[src/rtl/keypad_pkg.sv]
// keypad_pkg: shared types, sizes and the printed-legend map for the 4x4 keypad.
// Imported by keypad_scan and keypad_debounce.
package keypad_pkg;

    localparam int NUM_ROWS = 4;
    localparam int NUM_COLS = 4;

    typedef enum logic [1:0] {
        IDLE,
        PRESS_PEND,
        HELD,
        REL_PEND
    } db_state_t;

    // Bit 4 set means no key was seen; otherwise bits 3:0 hold the hex legend.
    typedef logic [4:0] scan_result_t;
    localparam scan_result_t NONE = 5'h10;

    // Indexed by {row, col}: rows 1 2 3 A / 4 5 6 B / 7 8 9 C / 0 F E D.
    localparam logic [15:0][3:0] KEY_MAP = 64'hDEF0_C987_B654_A321;

    function automatic logic [3:0] key_at(input logic [1:0] r, input logic [1:0] c);
        return KEY_MAP[{r, c}];
    endfunction

endpackage

[src/rtl/keypad_debounce.sv]
// keypad_debounce: accepts a per-scan key result only after DEBOUNCE_SCANS
// identical scans, fires one registered strobe per press, and waits for release.
module keypad_debounce
    import keypad_pkg::*;
#(
    parameter int DEBOUNCE_SCANS = 4
) (
    input  logic       clk,
    input  logic       rst,
    input  logic       scan_done,
    input  logic [4:0] scan_result,
    output logic       key_valid,
    output logic [3:0] key_code,
    output logic [8:0] move
);

    localparam logic [3:0] CNT_TARGET = 4'(DEBOUNCE_SCANS);

    db_state_t  state;
    db_state_t  state_next;
    logic [3:0] cnt;
    logic [3:0] cnt_next;
    logic [3:0] cand;
    logic [3:0] cand_next;
    logic       fire;
    logic       key_valid_next;
    logic [3:0] key_code_next;
    logic [8:0] move_next;

    always_ff @(posedge clk) begin
        if (rst) begin
            state <= IDLE;
            cnt   <= 4'd0;
            cand  <= 4'd0;
        end else begin
            state <= state_next;
            cnt   <= cnt_next;
            cand  <= cand_next;
        end
    end

    // Reaching the target count is resolved after the case so that a target of 1
    // accepts or releases on the very scan that starts the run.
    always_comb begin
        state_next = state;
        cnt_next   = cnt;
        cand_next  = cand;
        fire       = 1'b0;
        if (scan_done) begin
            unique case (state)
                IDLE: begin
                    if (scan_result != NONE) begin
                        cand_next  = scan_result[3:0];
                        cnt_next   = 4'd1;
                        state_next = PRESS_PEND;
                    end
                end
                PRESS_PEND: begin
                    if (scan_result == {1'b0, cand}) begin
                        cnt_next = (cnt < CNT_TARGET) ? cnt + 4'd1 : cnt;
                    end else if (scan_result == NONE) begin
                        cnt_next   = 4'd0;
                        state_next = IDLE;
                    end else begin
                        cand_next = scan_result[3:0];
                        cnt_next  = 4'd1;
                    end
                end
                HELD: begin
                    if (scan_result == NONE) begin
                        cnt_next   = 4'd1;
                        state_next = REL_PEND;
                    end
                end
                REL_PEND: begin
                    if (scan_result == NONE) begin
                        cnt_next = (cnt < CNT_TARGET) ? cnt + 4'd1 : cnt;
                    end else begin
                        cnt_next   = CNT_TARGET;
                        state_next = HELD;
                    end
                end
            endcase

            if (state_next == PRESS_PEND && cnt_next >= CNT_TARGET) begin
                fire       = 1'b1;
                state_next = HELD;
            end else if (state_next == REL_PEND && cnt_next >= CNT_TARGET) begin
                cnt_next   = 4'd0;
                state_next = IDLE;
            end
        end
    end

    always_comb begin
        key_valid_next = fire;
        key_code_next  = fire ? cand_next : key_code;
        move_next      = 9'd0;
        if (fire && cand_next >= 4'd1 && cand_next <= 4'd9) begin
            move_next = 9'd1 << (cand_next - 4'd1);
        end
    end

    always_ff @(posedge clk) begin
        if (rst) begin
            key_valid <= 1'b0;
            key_code  <= 4'd0;
            move      <= 9'd0;
        end else begin
            key_valid <= key_valid_next;
            key_code  <= key_code_next;
            move      <= move_next;
        end
    end

endmodule

[src/rtl/keypad_scan.sv]
// keypad_scan: drives the keypad columns in turn, samples the synchronised rows
// once per column, and hands each full-scan result to keypad_debounce.
// Build option: KEYPAD_GHOST_REJECT_EN turns any multi-key scan into NONE.
module keypad_scan
    import keypad_pkg::*;
#(
    parameter int SCAN_CYCLES    = 100000,
    parameter int DEBOUNCE_SCANS = 4
) (
    input  logic                clk,
    input  logic                rst,
    input  logic [NUM_ROWS-1:0] row,
    output logic [NUM_COLS-1:0] col,
    output logic [8:0]          move,
    output logic                key_valid,
    output logic [3:0]          key_code
);

    localparam int                SLOT_W    = $clog2(SCAN_CYCLES);
    localparam logic [SLOT_W-1:0] SLOT_LAST = SLOT_W'(SCAN_CYCLES - 1);

    logic [NUM_ROWS-1:0]         row_meta;
    logic [NUM_ROWS-1:0]         row_sync;
    logic [SLOT_W-1:0]           slot;
    logic [$clog2(NUM_COLS)-1:0] ci;
    logic                        last_slot;
    scan_result_t                acc_result;
    scan_result_t                col_result;
    scan_result_t                merged_result;
    scan_result_t                final_result;
    scan_result_t                scan_result;
    logic                        scan_done;

    assign last_slot = (slot == SLOT_LAST);

    always_ff @(posedge clk) begin
        if (rst) begin
            row_meta <= 4'hF;
            row_sync <= 4'hF;
        end else begin
            row_meta <= row;
            row_sync <= row_meta;
        end
    end

    always_ff @(posedge clk) begin
        if (rst) begin
            slot <= '0;
            ci   <= '0;
            col  <= 4'b1110;
        end else if (last_slot) begin
            slot <= '0;
            ci   <= ci + 2'd1;
            col  <= ~(4'b0001 << (ci + 2'd1));
        end else begin
            slot <= slot + SLOT_W'(1);
        end
    end

    // Rows are walked high to low so the lowest low row in this column wins;
    // an earlier column that already found a key keeps priority.
    always_comb begin
        col_result = NONE;
        for (int r = NUM_ROWS - 1; r >= 0; r--) begin
            if (!row_sync[r]) begin
                col_result = {1'b0, key_at(2'(r), ci)};
            end
        end
        merged_result = (acc_result == NONE) ? col_result : acc_result;
    end

`ifdef KEYPAD_GHOST_REJECT_EN
    logic [1:0] acc_lows;
    logic [1:0] lows_total;
    logic [2:0] col_lows;
    logic [2:0] lows_sum;

    // Low samples are counted across the whole scan and saturate at two.
    always_comb begin
        col_lows = 3'd0;
        for (int r = 0; r < NUM_ROWS; r++) begin
            col_lows = col_lows + {2'b00, ~row_sync[r]};
        end
        lows_sum     = {1'b0, acc_lows} + col_lows;
        lows_total   = (lows_sum >= 3'd2) ? 2'd2 : lows_sum[1:0];
        final_result = (lows_total == 2'd2) ? NONE : merged_result;
    end

    always_ff @(posedge clk) begin
        if (rst) begin
            acc_lows <= 2'd0;
        end else if (last_slot) begin
            acc_lows <= (ci == 2'd3) ? 2'd0 : lows_total;
        end
    end
`else
    always_comb begin
        final_result = merged_result;
    end
`endif

    always_ff @(posedge clk) begin
        if (rst) begin
            acc_result  <= NONE;
            scan_result <= NONE;
            scan_done   <= 1'b0;
        end else begin
            scan_done <= 1'b0;
            if (last_slot) begin
                if (ci == 2'd3) begin
                    scan_result <= final_result;
                    scan_done   <= 1'b1;
                    acc_result  <= NONE;
                end else begin
                    acc_result <= merged_result;
                end
            end
        end
    end

    keypad_debounce #(
        .DEBOUNCE_SCANS(DEBOUNCE_SCANS)
    ) u_debounce (
        .clk        (clk),
        .rst        (rst),
        .scan_done  (scan_done),
        .scan_result(scan_result),
        .key_valid  (key_valid),
        .key_code   (key_code),
        .move       (move)
    );

endmodule

[config.mk]
export PLATFORM = sky130hd
export DESIGN_NAME = keypad_scan
export DESIGN_NICKNAME = d
export VERILOG_FILES = /design/src/rtl/keypad_pkg.sv /design/src/rtl/keypad_debounce.sv /design/src/rtl/keypad_scan.sv
export SDC_FILE = /design/constraint.sdc
export NUM_CORES = 1
export LEC_CHECK = 0
export BUFFER_PORTS_ARGS = -buffer_cell sky130_fd_sc_hd__buf_4
export CAP_MARGIN = 10
export CORE_MARGIN = 4
export CORE_UTILIZATION = 62
export CTS_CLUSTER_SIZE = 14
export DETAILED_ROUTE_END_ITERATION = 8
export PLACE_DENSITY = 0.84
export SYNTH_ARGS = -nofsm -noshare
export SYNTH_HDL_FRONTEND = slang
export SYNTH_SLANG_ARGS = --single-unit
[constraint.sdc]
create_clock -name clk -period 5.1 [get_ports clk]
set_input_delay 0.51 -clock clk [delete_from_list [all_inputs] [get_ports clk]]
set_output_delay 0.51 -clock clk [all_outputs]
set_load 0.02 [all_outputs]
==> reports/qor.txt, run 1 <==
Max_cap viols - 0
Synth unique cells - 58
Yosys warns - 0
Remaining DRCs - 0
CP Capture Type - flip-flop
Setup violators final - 0
R2R depth - 6
Synthesis-stage register bit count - 66
DP Wirelength - 3.99 mm
Post-CTS Setup Bufs - 0
Min-Delay Path Class - input port to flip-flop
Synth area leader - dfxtp_1
# rows - 25
Worst EP required - 5330 ps
Clock Sink Count - 66
Critical R2R Capture - u_debounce.key_code[1]
Core Box Area - 4690 µm²
Port Buffers - 23
LEAKAGE - 1.37 nW
CTS resizes - 0
Cts bufs inserted - 9
Total power - 1.06 mW
Post-Layout Inst Area - 3410 µm²
Unrepaired setup endpoints after global routing - no
Post-synth ARST share - 0
Final core utilization - 0.726
H-tree depth - 3
Diode count - 0
Relative slew slack - 0.608
Seq/Total Area, Yosys - 0.441
Synth top area cells - dfxtp_1 (44%), nor2_1 (4.8%), nand2_1 (3.6%)
WS Path Type - flip-flop to flip-flop
Cell area after placement - 3170 µm²
Pwr dens - 310 nW/µm²
Clk pin slew, worst setup/hold paths - 70 ps
Die footprint - 6000 µm²
Maximum VDD drop - 0.214 mV
Ys flop type - dfxtp_1
Num ports - 24
Dpl cells - 388
CTS Root Cell - clkbuf_8
Clock Latency Late Sink - 340 ps
Largest fanout on the critical path - 14
Setup crit start - scan_result[2]
Count leader, synth - dfxtp_1
Reg area - 1320 µm²
Top cells by count, synth - dfxtp_1 (66), nor2_1 (38), nand2_1 (29)
Final-report hold violation count - 0
Drt wl/cell - 14.6 µm
Avg Inst Size Synth - 9.24 µm²
CTS Hold Bufs - 0
Die Height - 77.5 µm
Setup TNS Final - 0 ps
Largest net degree at the start of global routing - 36
Syn Nets - 338
Top cell type's share of synthesized area - 0.441
Crit path time final - 2430 ps
Slew Limit Fails - 0
Via Count - 2389
Vias in the first global route - 2411
DP Worst Slack - 2680 ps
FF-to-FF Start - scan_result[2]
Achievable frequency - 411 MHz
GR met2 Demand/Resource - 0.367
Antenna violations before repair - 0
Fillers - 361
Gr busiest metal - met2
Global-route wire length before repair - 10.5 mm
Final wirelength - 5.89 mm
Reg2reg setup slack - 2670 ps
Synthesized cell area - 2990 µm²
GR Util met3 - 0.0661
Post-DR vias/cell - 5.91
Pre-Repair DR Iteration Count - 4
CTS tree - done
Cells after synthesis - 324
Worst endpoint data arrival time - 2670 ps
Starting DRT DRC Count - 89
EDFF count, synth - 0
Slew @ Worst Pin - 582 ps
Antenna Nets Post-Route - 0
Area of the multi-input gates - 1580 µm²
Startpoint types - flip-flop
Setup crit end - u_debounce.key_code[1]
Setup Skew - 5.89 ps
Period utilization - 0.477
Finished Layout Cells - 404
Gp weighted congestion - 0.878
M1 GR Usage - 0.253
Total grt overflow - 0
Clock Path Buffers - 2
Final nets - 359
GRT Total Usage - 0.219
Area growth syn-to-layout - 13.9%
Status - finished clean
Starting density of the core - 0.638
Proportion of layout cells with a drive suffix above 1 - 0.186
Worst setup margin - 2670 ps
Worst Hold Slack - 351 ps
Chip Width - 77.5 µm
-- placed cells by master, fill, tap and decap left out, drive strengths merged, types with 6 or more instances in the layout --
cell type  count
a211oi         7
a21oi         14
buf           23
clkbuf        12
dfxtp         66
ha             8
inv            8
nand2         30
nand3         10
nand4          6
nor2          38
nor3          11
nor4           8
nor4b          6
o21ai         11
or2            8
xnor2          7
xor2          12
-- routing by layer --
| metal | vias up | part of all wire |
|---|---|---|
| met5 | - | 0 |
| met4 | 0 | 0.018 |
| met3 | 13 | 0.045 |
| met2 | 56 | 0.50 |
| met1 | 1116 | 0.44 |
| li1 | 1204 | - |
-- sequential cells by signal, indices dropped and copies added, names as in the netlist --
name                  count
slot                     17
u_debounce.move           9
acc_result                5
scan_result               5
col                       4
row_meta                  4
row_sync                  4
u_debounce.cand           4
u_debounce.cnt            4
u_debounce.key_code       4
ci                        2
u_debounce.state          2
scan_done                 1
u_debounce.key_valid      1
-- area by class of cell --
class                      instances  share of cell area
inverter                           9             0.00991
sequential                        66               0.388
tap                               54              0.0198
multi-input combinational        236               0.462
clock buffer                      12              0.0485
clock inverter                     4              0.0213
timing repair buffer              23              0.0507
-- worst max-delay path, stage by stage (launching register included) --
cell and delay (ps):
dfxtp_1 370, or4b_4 590, o2111a_1 250, a221oi_2 210
o31ai_2 160, o21bai_4 390, mux2_4 340
-- where the power goes --
part | switching, mW | internal, mW
combinational | 0.0139 | 0.00962
sequential | 0.00470 | 0.520
clock | 0.193 | 0.314
-- logic make-up (layout without fill, tap and decap cells) --
kind of cell | Yosys count | count (layout) | share of synthesized area
fa+ha+maj | 8 | 8 | 0.0334
flops | 66 | 66 | 0.441
compound gates | 60 | 60 | 0.154
buf+inv | 22 | 48 | 0.0322
xor+xnor | 19 | 19 | 0.0556
simple gates | 143 | 143 | 0.257
mux | 6 | 6 | 0.0268
-- how the worst min path moves through the flow --
| stage | startpoint | end | slack [ps] | depth (start not counted) |
|---|---|---|---|---|
| finish | row[0] | row_meta[0] | 350 | 2 |
| global route | row[1] | row_meta[1] | 340 | 2 |
| CTS | row[1] | row_meta[1] | 340 | 2 |
| detailed placement | row_meta[3] | row_sync[3] | 400 | 1 |
| global placement | row_meta[2] | row_sync[2] | 390 | 1 |
| floorplan | row_meta[0] | row_sync[0] | 390 | 1 |
(Power assumes the default switching activity.)
==> inputs of run 2 (changes only) <==
Settings changed: CORE_UTILIZATION 62 to 59, PLACE_DENSITY 0.84 to 0.81.
Clock period 5.1 ns to 2.5 ns, I/O delays scaled along.
==> run 2 against run 1 <==
Net effect: sequential share of layout area decreased by 0.23 points; largest cell class unchanged; count of clock-buffer cells in the layout grew 1; global-route usage decreased by 1.3 points; worst hold slack worse by 260 ps; flip-flop and latch count is the same; clock skew increased by 1.0 ps.
==> reports/qor.txt, run 2 (same netlist as run 1, synthesis figures left out) <==
Via Count - 2401 (+0.50%)
Port Buffers - 23 (unchanged)
Clock Path Buffers - 2 (unchanged)
Largest net degree at the start of global routing - 36 (unchanged)
Largest registers - slot (17), u_debounce.move (9)
Drt wl/cell - 13.9 µm (-5.0%)
CTS tree - done
Pre-Repair DR Iteration Count - 5 (+1)
LEAKAGE - 1.38 nW (+0.75%)
Startpoint types - flip-flop
CTS Hold Bufs - 0 (unchanged)
Status - finished clean
Remaining DRCs - 0 (unchanged)
Final nets - 364 (+1.4%)
Hold Crit Start - row[0]
Num ports - 24 (unchanged)
Clock Latency Late Sink - 340 ps (about the same)
Worst EP required - 2730 ps (-2600 ps)
Hold Crit Endpoint - row_meta[0]
Die Height - 79.2 µm (+2.2%)
Area growth syn-to-layout - 14.5%
Relative slew slack - 0.612 (+0.00360)
# rows - 25 (unchanged)
Unrepaired setup endpoints after global routing - no
Setup TNS Final - 0 ps (unchanged)
Total grt overflow - 0 (unchanged)
Setup violators final - 0 (unchanged)
Largest fanout on the critical path - 6 (-8)
Achievable frequency - 432 MHz (+5.0%)
Sequential power share - 0.528 (+0.031)
Antenna violations before repair - 0 (unchanged)
Commonest cells after routing, fill and taps aside - dfxtp_1 (66), nor2_1 (38), nand2_1 (29), buf_4 (28), a21oi_1 (14)
Global-route wire length before repair - 10.1 mm (-3.3%)
Hold Crit Depth - 2 (unchanged)
Crit path time final - 2320 ps (-117 ps)
Vias in the first global route - 2274 (-5.7%)
Sw Share - 0.203 (+0.00246)
Post-DR vias/cell - 5.70 (-3.6%)
Cell Int Power - 1.62 mW (+92%)
NetSw - 412 µW (+94%)
Max reg flops - 17 (unchanged)
Max_cap viols - 0 (unchanged)
Pwr dens - 592 nW/µm² (+91%)
Final-report hold violation count - 0 (unchanged)
H-tree depth - 3 (unchanged)
Min-Delay Path Class - input port to flip-flop
Clock Sink Count - 66 (unchanged)
CTS resizes - 0 (unchanged)
Worst endpoint data arrival time - 2550 ps (-120 ps)
Diode count - 0 (unchanged)
Starting density of the core - 0.621 (-0.0166)
Clk pin slew, worst setup/hold paths - 70 ps (about the same)
Post-CTS Setup Bufs - 0 (unchanged)
Most common cell after layout, fill and taps aside - dfxtp_1
CTS Root Cell - clkbuf_8
Cts bufs inserted - 9 (unchanged)
FF-to-FF Start - scan_result[2]
Gp weighted congestion - 0.919 (+4.7%)
Reg2reg setup slack - 180 ps (-2480 ps)
Setup crit start - scan_result[2]
GRT Total Usage - 0.205 (-0.0133)
Die footprint - 6280 µm² (+4.5%)
Total power - 2.03 mW (+92%)
Core Box Area - 4820 µm² (+2.7%)
Antenna Nets Post-Route - 0 (unchanged)
Critical R2R Capture - u_debounce.key_code[2]
Clock network fraction of design power - 0.449 (-0.032)
Top reg by flops - slot
CP Capture Type - flip-flop
Slew Limit Fails - 0 (unchanged)
DP Wirelength - 4.12 mm (+3.2%)
Chip Width - 79.2 µm (+2.2%)
Starting DRT DRC Count - 126 (+42%)
Setup Skew - 6.90 ps (+1.01 ps)
Final wirelength - 5.83 mm (-0.95%)
R2R depth - 6 (unchanged)
WS Path Type - flip-flop to flip-flop
Maximum VDD drop - 0.399 mV (+87%)
Slew @ Worst Pin - 577 ps (-5.35 ps)
Proportion of layout cells with a drive suffix above 1 - 0.192 (+0.00638)
Period utilization - 0.927 (+0.450)
Comb power frac - 0.023 (about the same)
## run 2: cell types whose count changed in the layout (fill, tap and decap cells not counted), sizes merged
| cell | change |
|---|---|
| clkinvlp | -1 |
| buf | +5 |
| clkbuf | +1 |
| bufinv | -1 |
## run 2: stage by stage
step / instances / util / setup slack [ps] / area (µm²) / hold WS (ps)
3_3_place_gp: 406 / 0.669 / 290 / 3220 / 391
6_report: 421 / 0.712 / 183 / 3430 / 90.8
5_1_grt: 421 / 0.712 / 109 / 3430 / 88.0
4_1_cts: 421 / 0.712 / 204 / 3430 / 83.2
2_1_floorplan: 324 / - / 374 / 2990 / 354
3_5_place_dp: 406 / 0.669 / 242 / 3220 / 396
## run 2: routing by layer
metal,share of wire,GRT usage,vias to the layer above
met5,0,0,-
met3,0.031,0.0454,11
li1,-,-,1210
met2,0.50,0.340,40
met1,0.45,0.246,1140
met4,0.022,0.113,0
## run 2: power groups by stage
| stage | Clock (mW) | Combinational (mW) | Sequential, mW |
|---|---|---|---|
| 6_report | 0.911 | 0.0476 | 1.07 |
| 5_1_grt | 0.967 | 0.0544 | 1.07 |
| 4_1_cts | 0.923 | 0.0481 | 1.07 |
| 3_5_place_dp | 0 | 0.0471 | 1.09 |
| 3_3_place_gp | 0 | 0.0467 | 1.09 |
| 2_1_floorplan | 0 | 0.0345 | 1.09 |
## run 2: worst max path at each step
stage,end,slack (ps),cells after the start
floorplan,u_debounce.key_code[0],370,6
global placement,u_debounce.key_code[2],290,6
detailed placement,u_debounce.key_code[1],240,6
CTS,u_debounce.key_code[2],200,6
global route,u_debounce.move[5],110,6
finish,u_debounce.key_code[2],180,6
## run 2: area by class of cell
class,count,area (µm²)
sequential,66,1320
inverter,9,33.8
clock buffer,13,169
tap,67,83.8
timing repair buffer,28,210
fill,404,1390
clock inverter,2,35.0
multi-input combinational,236,1580
## run 2: worst max-delay path, stage by stage, from the launching register on
cell	delay [ps]
dfxtp_1	380
or4b_4	590
o2111a_1	260
a221oi_2	220
o31ai_2	170
o21bai_4	250
mux2_4	330
==> inputs of run 3 (changes only) <==
Settings changed: ABC_AREA from default to 1, SLEW_MARGIN from default to 20, TNS_END_PERCENT from default to 5.
==> run 3 against run 2 <==
Net effect: die area is 2.5% higher; register-to-register slack better by 370 ps; count of clock-buffer cells in the layout is 1 higher; maximum frequency is 19% higher; critical endpoint is now slot[16]; largest cell class unchanged.
==> reports/qor.txt, run 3 <==
Syn Nets - 425 (+26%)
Status - finished clean
Commonest cells after routing, fill and taps aside - nand2_1 (77), dfxtp_1 (66), inv_1 (49), nor2_1 (49), nand3_1 (27)
Slew @ Worst Pin - 421 ps (-156 ps)
Max reg flops - 17 (unchanged)
Antenna Nets Post-Route - 0 (unchanged)
CTS Hold Bufs - 0 (unchanged)
Yosys warns - 0 (unchanged)
Cell mode on critical path - inv_2
Setup Skew - 6.20 ps (-0.697 ps)
Gp weighted congestion - 0.889 (-3.3%)
GRT Total Usage - 0.217 (+0.0117)
Diode count - 0 (unchanged)
Pwr dens - 544 nW/µm² (-8.1%)
Total grt overflow - 0 (unchanged)
Critical path, cell by cell - ha_1, nand2_1, inv_2, nand2_2, nor4_2, nor2_2, inv_2, a21oi_1, o21ai_0, inv_1
Achievable frequency - 513 MHz (+19%)
DP Wirelength - 4.63 mm (+12%)
Synth unique cells - 38 (-34%)
Post-synth ARST share - 0 (unchanged)
Startpoint types - flip-flop
Top cell type's share of synthesized area - 0.430 (-0.0119)
Drt wl/cell - 12.2 µm (-12%)
Min-Delay Path Class - input port to flip-flop
Post-CTS Setup Bufs - 0 (unchanged)
Core Box Area - 5070 µm² (+5.4%)
WS Path Type - flip-flop to flip-flop
Synth top area cells - dfxtp_1 (43%), nand2_1 (9.4%), inv_1 (6.0%)
Largest registers - slot (17), u_debounce.move (9)
Clock Path Buffers - 2 (unchanged)
Clock Latency Late Sink - 350 ps (about the same)
Port Buffers - 23 (unchanged)
Post-DR vias/cell - 5.30 (-7.1%)
Synthesis-stage register bit count - 66 (unchanged)
Chip Width - 80.2 µm (+1.2%)
Top reg by flops - slot
Synth area leader - dfxtp_1
Max_cap viols - 0 (unchanged)
CTS tree - done
Slew Limit Fails - 0 (unchanged)
CTS resizes - 0 (unchanged)
Pre-Repair DR Iteration Count - 4 (-1)
Die footprint - 6430 µm² (+2.5%)
Largest fanout on the critical path - 16 (+10)
Synthesized cell area - 3080 µm² (+2.8%)
Setup violators final - 0 (unchanged)
Crit path time final - 1950 ps (-370 ps)
Vias in the first global route - 2607 (+15%)
Most common cell after layout, fill and taps aside - nand2_1
Top cells by count, synth - nand2_1 (77), dfxtp_1 (66), inv_1 (49), nor2_1 (49), nand3_1 (27)
LEAKAGE - 1.48 nW (+7.0%)
Worst EP required - 2740 ps (about the same)
Final nets - 455 (+25%)
Maximum VDD drop - 0.418 mV (+4.8%)
Largest net degree at the start of global routing - 20 (-44%)
Antenna violations before repair - 0 (unchanged)
CP Capture Type - flip-flop
Global-route wire length before repair - 11.0 mm (+8.5%)
Die Height - 80.2 µm (+1.2%)
Cells after synthesis - 411 (+27%)
CP delay by family, top - simple AND/OR/NAND/NOR gates
Avg Inst Size Synth - 7.48 µm² (-19%)
H-tree depth - 3 (unchanged)
Starting density of the core - 0.606 (-0.0153)
Setup TNS Final - 0 ps (unchanged)
Final-report hold violation count - 0 (unchanged)
Cts bufs inserted - 9 (unchanged)
Worst endpoint data arrival time - 2180 ps (-370 ps)
Proportion of layout cells with a drive suffix above 1 - 0.179 (-0.0127)
Slowest cell delay on critical path - 450 ps (-140 ps)
Final core utilization - 0.686 (-0.0260)
Critical-path top delay cell - nor4_2
Period utilization - 0.779 (-0.148)
Clock Sink Count - 66 (unchanged)
Count leader, synth - nand2_1
# rows - 26 (+4.0%)
Clk pin slew, worst setup/hold paths - 70 ps (about the same)
Seq/Total Area, Yosys - 0.430 (-0.0119)
Starting DRT DRC Count - 167 (+33%)
Unrepaired setup endpoints after global routing - no
Final wirelength - 6.30 mm (+8.0%)
Area growth syn-to-layout - 13.1%
Num ports - 24 (unchanged)
Via Count - 2734 (+14%)
EDFF count, synth - 0 (unchanged)
Relative slew slack - 0.717 (+0.105)
CTS Root Cell - clkbuf_8
WP buf/inv - 3 (+3)
Ys flop type - dfxtp_1
Remaining DRCs - 0 (unchanged)
-- run 3: cell count changes after synthesis, moves of 8 or more --
| cell | previous run | this run |
|---|---|---|
| a21oi_1 | 14 | 26 |
| clkbuf_1 | 9 | 1 |
| inv_1 | 8 | 49 |
| inv_2 | 0 | 10 |
| nand2_1 | 29 | 77 |
| nand3_1 | 10 | 27 |
| nor2_1 | 38 | 49 |
| o21ai_0 | 9 | 20 |
-- run 3: logic make-up (layout without fill, tap and decap cells) --
kind of cell               count (synthesis)  count (layout)  synth area share
AOI/OAI and AO/OA                         65              65             0.119
xor gates and xnor gates                   6               6            0.0171
and+or+nand+nor                          201             201             0.319
DFF                                       66              66             0.430
adders and majority gates                  8               8            0.0325
buffers and inverters                     65             100            0.0826
-- run 3: path summary, 6_finish.rpt --
| path | start | end | slack (ps) | cells after the start |
|---|---|---|---|---|
| worst min-delay path | row[2] | row_meta[2] | 80 | 2 |
| worst max-delay path | slot[0] | slot[16] | 550 | 10 |
| worst max register to register | slot[0] | slot[16] | 550 | 10 |
| worst min register to register | row_meta[0] | row_sync[0] | 410 | 1 |
-- run 3: cell type report --
type                    count  area (µm²)
fillers                   462        1600
multi-input cells         280        1500
flip-flops and latches     66        1320
inverters                  60         225
repair buffers             24         180
clock buffers              14         153
well taps                  70        87.6
clock inverters             2        12.5
-- run 3: per-layer routing --
metal / up-vias / track usage / part of all wire
li1: 1396 / - / -
met1: 1266 / 0.276 / 0.47
met2: 53 / 0.336 / 0.46
met3: 19 / 0.0673 / 0.039
met4: 0 / 0.0963 / 0.029
met5: - / 0 / 0
-- run 3: per-stage QoR --
| stage | cells | total power, mW | instance area (µm²) | worst slack, ps | hold WS, ps |
|---|---|---|---|---|---|
| global route | 516 | 1.96 | 3480 | 288 | 85.5 |
| detailed placement | 500 | 1.14 | 3310 | 544 | 398 |
| floorplan | 411 | 1.13 | 3080 | 812 | 354 |
| CTS | 516 | 1.91 | 3480 | 533 | 78.4 |
| global placement | 500 | 1.14 | 3310 | 628 | 393 |
| finish | 516 | 1.89 | 3480 | 552 | 82.1 |
-- run 3: power by group --
group / leakage, nW / internal [mW] / switching, mW
clock network: 0.0807 / 0.387 / 0.389
registers: 0.534 / 1.06 / 0.00525
logic: 0.867 / 0.0197 / 0.0316
